### src/rtl/mem_arbiter.sv
// Two-port arbiter sharing one data_memory between the CPU load/store unit (port 0)
// and the loader/debug port (port 1). One memory access cycle per transaction, registered ack.
module mem_arbiter #(
  parameter int ADDR_W     = 32,
  parameter int DATA_W     = 32,
  parameter int FIXED_PRIO = 0
) (
  input  logic              clk,
  input  logic              rst_n,
  input  logic              req0,
  input  logic              we0,
  input  logic [ADDR_W-1:0] addr0,
  input  logic [DATA_W-1:0] wdata0,
  output logic              ack0,
  output logic [DATA_W-1:0] rdata0,
  input  logic              req1,
  input  logic              we1,
  input  logic [ADDR_W-1:0] addr1,
  input  logic [DATA_W-1:0] wdata1,
  output logic              ack1,
  output logic [DATA_W-1:0] rdata1,
  output logic              mem_read,
  output logic              mem_write,
  output logic [ADDR_W-1:0] endereco,
  output logic [DATA_W-1:0] write_data,
  input  logic [DATA_W-1:0] read_data,
  output logic              busy
);

  typedef enum logic [1:0] {IDLE, ACCESS, RESP} state_t;

  state_t            state;
  logic              last_grant;
  logic              sel;
  logic              we_q;
  logic [ADDR_W-1:0] addr_q;
  logic [DATA_W-1:0] wdata_q;
  logic              grant_any;
  logic              grant_sel;

  // On a tie, round-robin hands the grant to the port that did not win last time.
  always_comb begin
    grant_any = req0 | req1;
    grant_sel = 1'b0;
    if (req0 && req1) begin
      grant_sel = (FIXED_PRIO != 0) ? 1'b0 : ~last_grant;
    end else if (req1) begin
      grant_sel = 1'b1;
    end
  end

  always_ff @(posedge clk) begin
    if (!rst_n) begin
      state      <= IDLE;
      last_grant <= 1'b1;
      sel        <= 1'b0;
      we_q       <= 1'b0;
      addr_q     <= '0;
      wdata_q    <= '0;
      ack0       <= 1'b0;
      ack1       <= 1'b0;
      rdata0     <= '0;
      rdata1     <= '0;
    end else begin
      case (state)
        IDLE: begin
          ack0 <= 1'b0;
          ack1 <= 1'b0;
          if (grant_any) begin
            sel        <= grant_sel;
            last_grant <= grant_sel;
            we_q       <= grant_sel ? we1    : we0;
            addr_q     <= grant_sel ? addr1  : addr0;
            wdata_q    <= grant_sel ? wdata1 : wdata0;
            state      <= ACCESS;
          end
        end
        ACCESS: begin
          if (!we_q) begin
            if (sel) rdata1 <= read_data;
            else     rdata0 <= read_data;
          end
          ack0  <= ~sel;
          ack1  <= sel;
          state <= RESP;
        end
        RESP: begin
          ack0  <= 1'b0;
          ack1  <= 1'b0;
          state <= IDLE;
        end
        default: state <= IDLE;
      endcase
    end
  end

  // Strobes are gated by rst_n so a reset landing mid-ACCESS never commits a write.
  assign mem_write  = rst_n & (state == ACCESS) & we_q;
  assign mem_read   = rst_n & (state == ACCESS) & ~we_q;
  assign endereco   = addr_q;
  assign write_data = wdata_q;
  assign busy       = (state != IDLE);

endmodule

### config.mk
export PLATFORM = sky130hd
export DESIGN_NAME = mem_arbiter
export DESIGN_NICKNAME = d
export VERILOG_FILES = /design/src/rtl/mem_arbiter.sv
export SDC_FILE = /design/constraint.sdc
export NUM_CORES = 1
export LEC_CHECK = 0
export CAP_MARGIN = 5
export CORE_UTILIZATION = 40
export DETAILED_ROUTE_END_ITERATION = 12
export GPL_TIMING_DRIVEN = 0
export PLACE_DENSITY = 0.91
export SYNTH_ARGS = -nofsm -noshare
export SYNTH_HDL_FRONTEND = slang
export SYNTH_SLANG_ARGS = --single-unit
### constraint.sdc
create_clock -name clk -period 1.63 [get_ports clk]
set_clock_uncertainty 0.1 [all_clocks]
set_input_delay 0.326 -clock clk [delete_from_list [all_inputs] [get_ports clk]]
set_output_delay 0.326 -clock clk [all_outputs]
set_load 0.01 [all_outputs]
==> reports/metrics.yaml <==
grt_max_degree: 17
dpl.cell_count: 1161
rsz0062_at_grt: "yes"
place_congestion: 0.875
tns_ns: -0.124
peakVddDrop_mv: 0.765
final_common_cell: "nand2_1"
ctsRootBufferMaster: "clkbuf_16"
final_cell_mix: "nand2_1 (195), clkdlybuf4s50_1 (162), dfxtp_1 (131), dlygate4sd2_1 (131), a21oi_1 (66)"
relSlewSlack_pct: 50.9
r2r_setup_slack_ns: 0.05
die_h_um: 122
finalCritPeriodShare_pct: 106
rows: 43
vias_per_cell: 5.41
synth_seq_area_share_pct: 46.9
syn_area_um2: 5760
power_density_nw_per_um2: 1030
max_slew.worst_pin.slew_ns: 0.737
htree_num_levels: 4
gr-total-overflow: 0
final_antenna_net_count: 0
ys_ff_latch: 135
vias: 6476
portBuffers: 297
arrival_ns: 1.31
grt_util_all_layers_pct: 29.1
status: "complete, but fails checks"
fmaxAchievable_mhz: 576
die_x_um: 122
clk_pin_slew_ns: 0.06
hold_class: "in2reg"
yosysWarnings: 0
setup_ws_ns: -0.105
grt_first_pass_wirelength_mm: 32.9
final_util_pct: 68.9
failed_checks: "setup timing"
final_nets: 1170
fin_crit_ns: 1.73
fin_area_um2: 9610
grt_pass1_vias: 6518
end_kind: "primary output"
initial_core_util_pct: 41.3
path_max_fanout: 5
slew_violations: 0
finalHoldViolCount: 0
drive_above_1_share_pct: 16.4
cts_sinks: 135
drc: 0
final_cells: 1198
worstSetupPathType: "reg2out"
die_area_um2: 14900
synth_largest_area_cell: "dfxtp_1"
cts_tree: "done"
synth_top_cell_area_share_pct: 46.9
maxCapViolCount: 0
wl_mm: 21.7
netlist_top_cells_area: "dfxtp_1 (47%), nand2_1 (13%), a311oi_1 (9.9%)"
start_kind: "flip-flop"
clk_latency_ns: 0.41
synth_cells: 684
cts_buffers: 17
routedWlPerCell_um: 18.1
cts_buffer_depth: 2
io_pins: 299
antenna_found_initial: 3
area_growth_pct: 66.9
critical_path_required_ns: 1.20
leakagePower_nw: 4.18
synth.distinct_cells: 28
setup_viol: 2
core_um2: 13900
first_iter_violations: 309
syn_nets: 850
syn_area_per_cell_um2: 8.42
hpwlAfterDp_mm: 16.0
fill_cells: 1110
dr.pass1.iters: 5
dpl-instance-area_um2: 8950
synth_stat cells:
cell type and n:
dfxtp_1 135, nor2_1 5, inv_2 1, clkbuf_1 21, a21bo_2 1, o21ai_2 32
nand3_1 38, a21oi_1 67, inv_1 1, or2_2 1, nor2_2 1, mux2i_1 1
or4b_1 1, nor3_1 1, a21boi_2 1, and3_1 1, buf_1 5, o21ai_0 19
nand2_1 195, buf_6 7, a311oi_1 65, nor4bb_1 1, nor2b_1 2, and2_1 1
nand3_2 28, buf_2 34, o21ai_1 15, buf_4 4
cell families after synthesis:
logic type | after synthesis | synth area share [%]
muxes | 1 | 0.174
DFF | 135 | 46.9
AOI/OAI and AO/OA | 200 | 23.9
buffers and inverters | 73 | 6.67
and+or+nand+nor | 275 | 22.3
cell type report:
type | instances | area (um^2) | area share (%)
sequential | 135 | 2710 | 28.2
buffer | 70 | 463 | 4.82
clock buffer | 18 | 429 | 4.47
tap | 180 | 225 | 2.34
inverter | 2 | 7.51 | 0.0782
antenna | 2 | 5.00 | 0.0521
multi-input combinational | 476 | 2720 | 28.3
clock inverter | 13 | 203 | 2.11
timing repair buffer | 302 | 2840 | 29.6
critical path, cell delays in order, from the launching register on:
cell and delay, ns:
dfxtp_4 0.37, nor2b_4 0.14, and2_4 0.15, nor2b_4 0.13, buf_6 0.11
layer usage:
metal  track usage (%)  up-vias  wire (um)
met3              9.50       73       2070
li1                  -     3064          -
met2              52.3      358      11200
met5                 0        -         11
met1              29.4     2979       7450
met4              16.3        2       1010
repair_timing:
action | in CTS | in global routing
cloned | 0 | 1
hold buffers | 0 | 0
gates resized for setup | 182 | 18
setup buffers | 4 | 0
endpoints found under the setup margin | 204 | 84
pin swaps | 1 | 3
per-stage QoR:
stage | hold WS (ns) | setup slack [ns] | total power, mW
global route | 0.275 | -0.151 | 10.3
floorplan | 0.356 | 0.0304 | 4.71
detailed placement | 0.343 | -0.851 | 5.91
CTS | 0.346 | -0.110 | 9.93
finish | 0.251 | -0.105 | 9.93
global placement | 0.338 | -0.837 | 5.86
report_power, final:
part	switching (mW)	internal [mW]
combinational	1.04	1.00
clock	1.46	2.70
sequential	0.155	3.57
total	2.65	7.27
state kept, by name (all words and copies together), names as in the netlist:
name	flops
write_data	32
rdata0	32
state	2
ack0	1
rdata1	32
ack1	1
last_grant	1
we_q	1
sel	1
endereco	32
final timing paths:
check | from | to | cells after the start
worst max-delay path | state[0] | mem_read | 4
worst min register to register | rdata1[27] | rdata1[27] | 2
worst min-delay path | req1 | state[0] | 3
worst max register to register | we_q | rdata0[31] | 5
Power figures use the tool's default switching activity.
==> edit (same settings) <==
The parameter `ADDR_W` goes from 32 to 40.
--- a/src/rtl/mem_arbiter.sv
+++ b/src/rtl/mem_arbiter.sv
@@ -1,7 +1,7 @@
 // Two-port arbiter sharing one data_memory between the CPU load/store unit (port 0)
 // and the loader/debug port (port 1). One memory access cycle per transaction, registered ack.
 module mem_arbiter #(
-  parameter int ADDR_W     = 32,
+  parameter int ADDR_W     = 40,
   parameter int DATA_W     = 32,
   parameter int FIXED_PRIO = 0
 ) (
Interface: changed (resized addr0, addr1 and endereco); port bits go from 299 to 323. The function was not compared with the original's and may differ.
==> edit against the original RTL <==
- final cell count increased by 5.5%
- power increased by 3.1%
- wire length increased by 5.7%
- synthesized area increased by 1.2%
- the run still ends with setup timing left
- sequential cell count increased by 8
- setup slack improved by 0.0068 ns
- largest power group unchanged
- count of clock-buffer cells in the layout increased by 3
- critical path depth unchanged
- clock power decreased by 1%
- final area increased by 3.6%
==> edit: results <==
routing:
  routed_via_density: 5.51
  wirelength_met1_um: 8220
  num_vias: 6964
  firstDrtPassIters: 6
  wl_met3_um: 2390
  dr_wl_met2_um: 11500
  routed_wl_um: 23000
  drt_iter0_drc: 642
finish:
  nClkBuffers: 21
  multi_input_area_share_pct: 26.7
  fill_cells: 1148
  final-clk-cell-share_pct: 6.28
  nMultiInputCombCells: 508
  num-nonclk-buffers: 399
  nets: 1253
  antennaDiodeCount: 0
  drive_gt1_share_pct: 10.4
  buf_share_pct: 35.8
hold_path:
  min_path_cells: 4
  min_to: "rdata1[31]$_SDFFE_PN0P_"
logic_synthesis:
  synth.distinct_cells: 25
  synthTopCellsByCount: "nand2_1 (211), dfxtp_1 (143), a21oi_1 (75)"
  syn_inst: 729
  synthesis.nets: 911
  synth_seq_cells: 143
  seq_area_frac_synth_pct: 49.1
  synthTopCellsByArea: "dfxtp_1 (49%), nand2_1 (14%), a311oi_1 (11%)"
  synth_compound_area_share_pct: 23.4
run_status:
  failed_checks: "setup timing"
  outcome: "finished, violations left"
clock_network:
  cts_resized: 185
  post_cts_buffers: 0
placed_design:
  postPlaceCellArea_mm2: 0.00927
  place_ws_ns: -0.812
  port-buffer-count: 321
  routabilityCongestion: 0.883
  dp_hpwl_um: 16700
pwr:
  p_per_area_mw_per_mm2: 1030
  leakage_nw: 4.34
  vdd_drop_max_mv: 0.688
timing:
  setup_violations: 3
  setup_ws_ns: -0.0980
  setup_tns_ns: -0.149
  hold_slack_ns: 0.312
  relSlewSlack_pct: 61.0
grt:
  grt_max_degree: 17
  grt_pass1_vias: 6672
  antenna_found_initial: 1
  grt_use_total_pct: 29.8
critical_path:
  r2r_start: "we_q$_SDFFE_PN0P_"
  reg2reg_depth: 5
  rr_endpoint: "rdata0[9]$_SDFFE_PN0P_"
edit: changes by cell type in the layout (fill, tap and decap cells not counted), moves of 5 or more:
cell             unedited run  this run
buf_2                      19        11
clkdlybuf4s50_1           162       179
dlygate4sd2_1             131       138
o21ai_0                    19        34
dfxtp_1                   131       140
a311oi_1                   64        69
clkbuf_4                    6        16
a21oi_1                    66        71
o21ai_2                    32         0
nand3_1                    38        66
o21ai_1                    15        32
nand3_2                    28         0
nand2_1                   195       211
edit: power by group through the flow:
stage,clock [mW],combinational (mW),sequential (mW)
2_1_floorplan,0,0.803,4.13
3_3_place_gp,0,2.18,4.00
3_5_place_dp,0,2.21,4.02
4_1_cts,4.14,2.08,3.94
5_1_grt,4.30,2.32,3.98
6_report,4.13,2.15,3.95
edit: metal layers:
layer	vias to the layer above	GRT usage, %
met4	2	14.8
met5	-	0
met1	3222	32.6
met2	395	51.7
met3	75	9.48
li1	3270	-
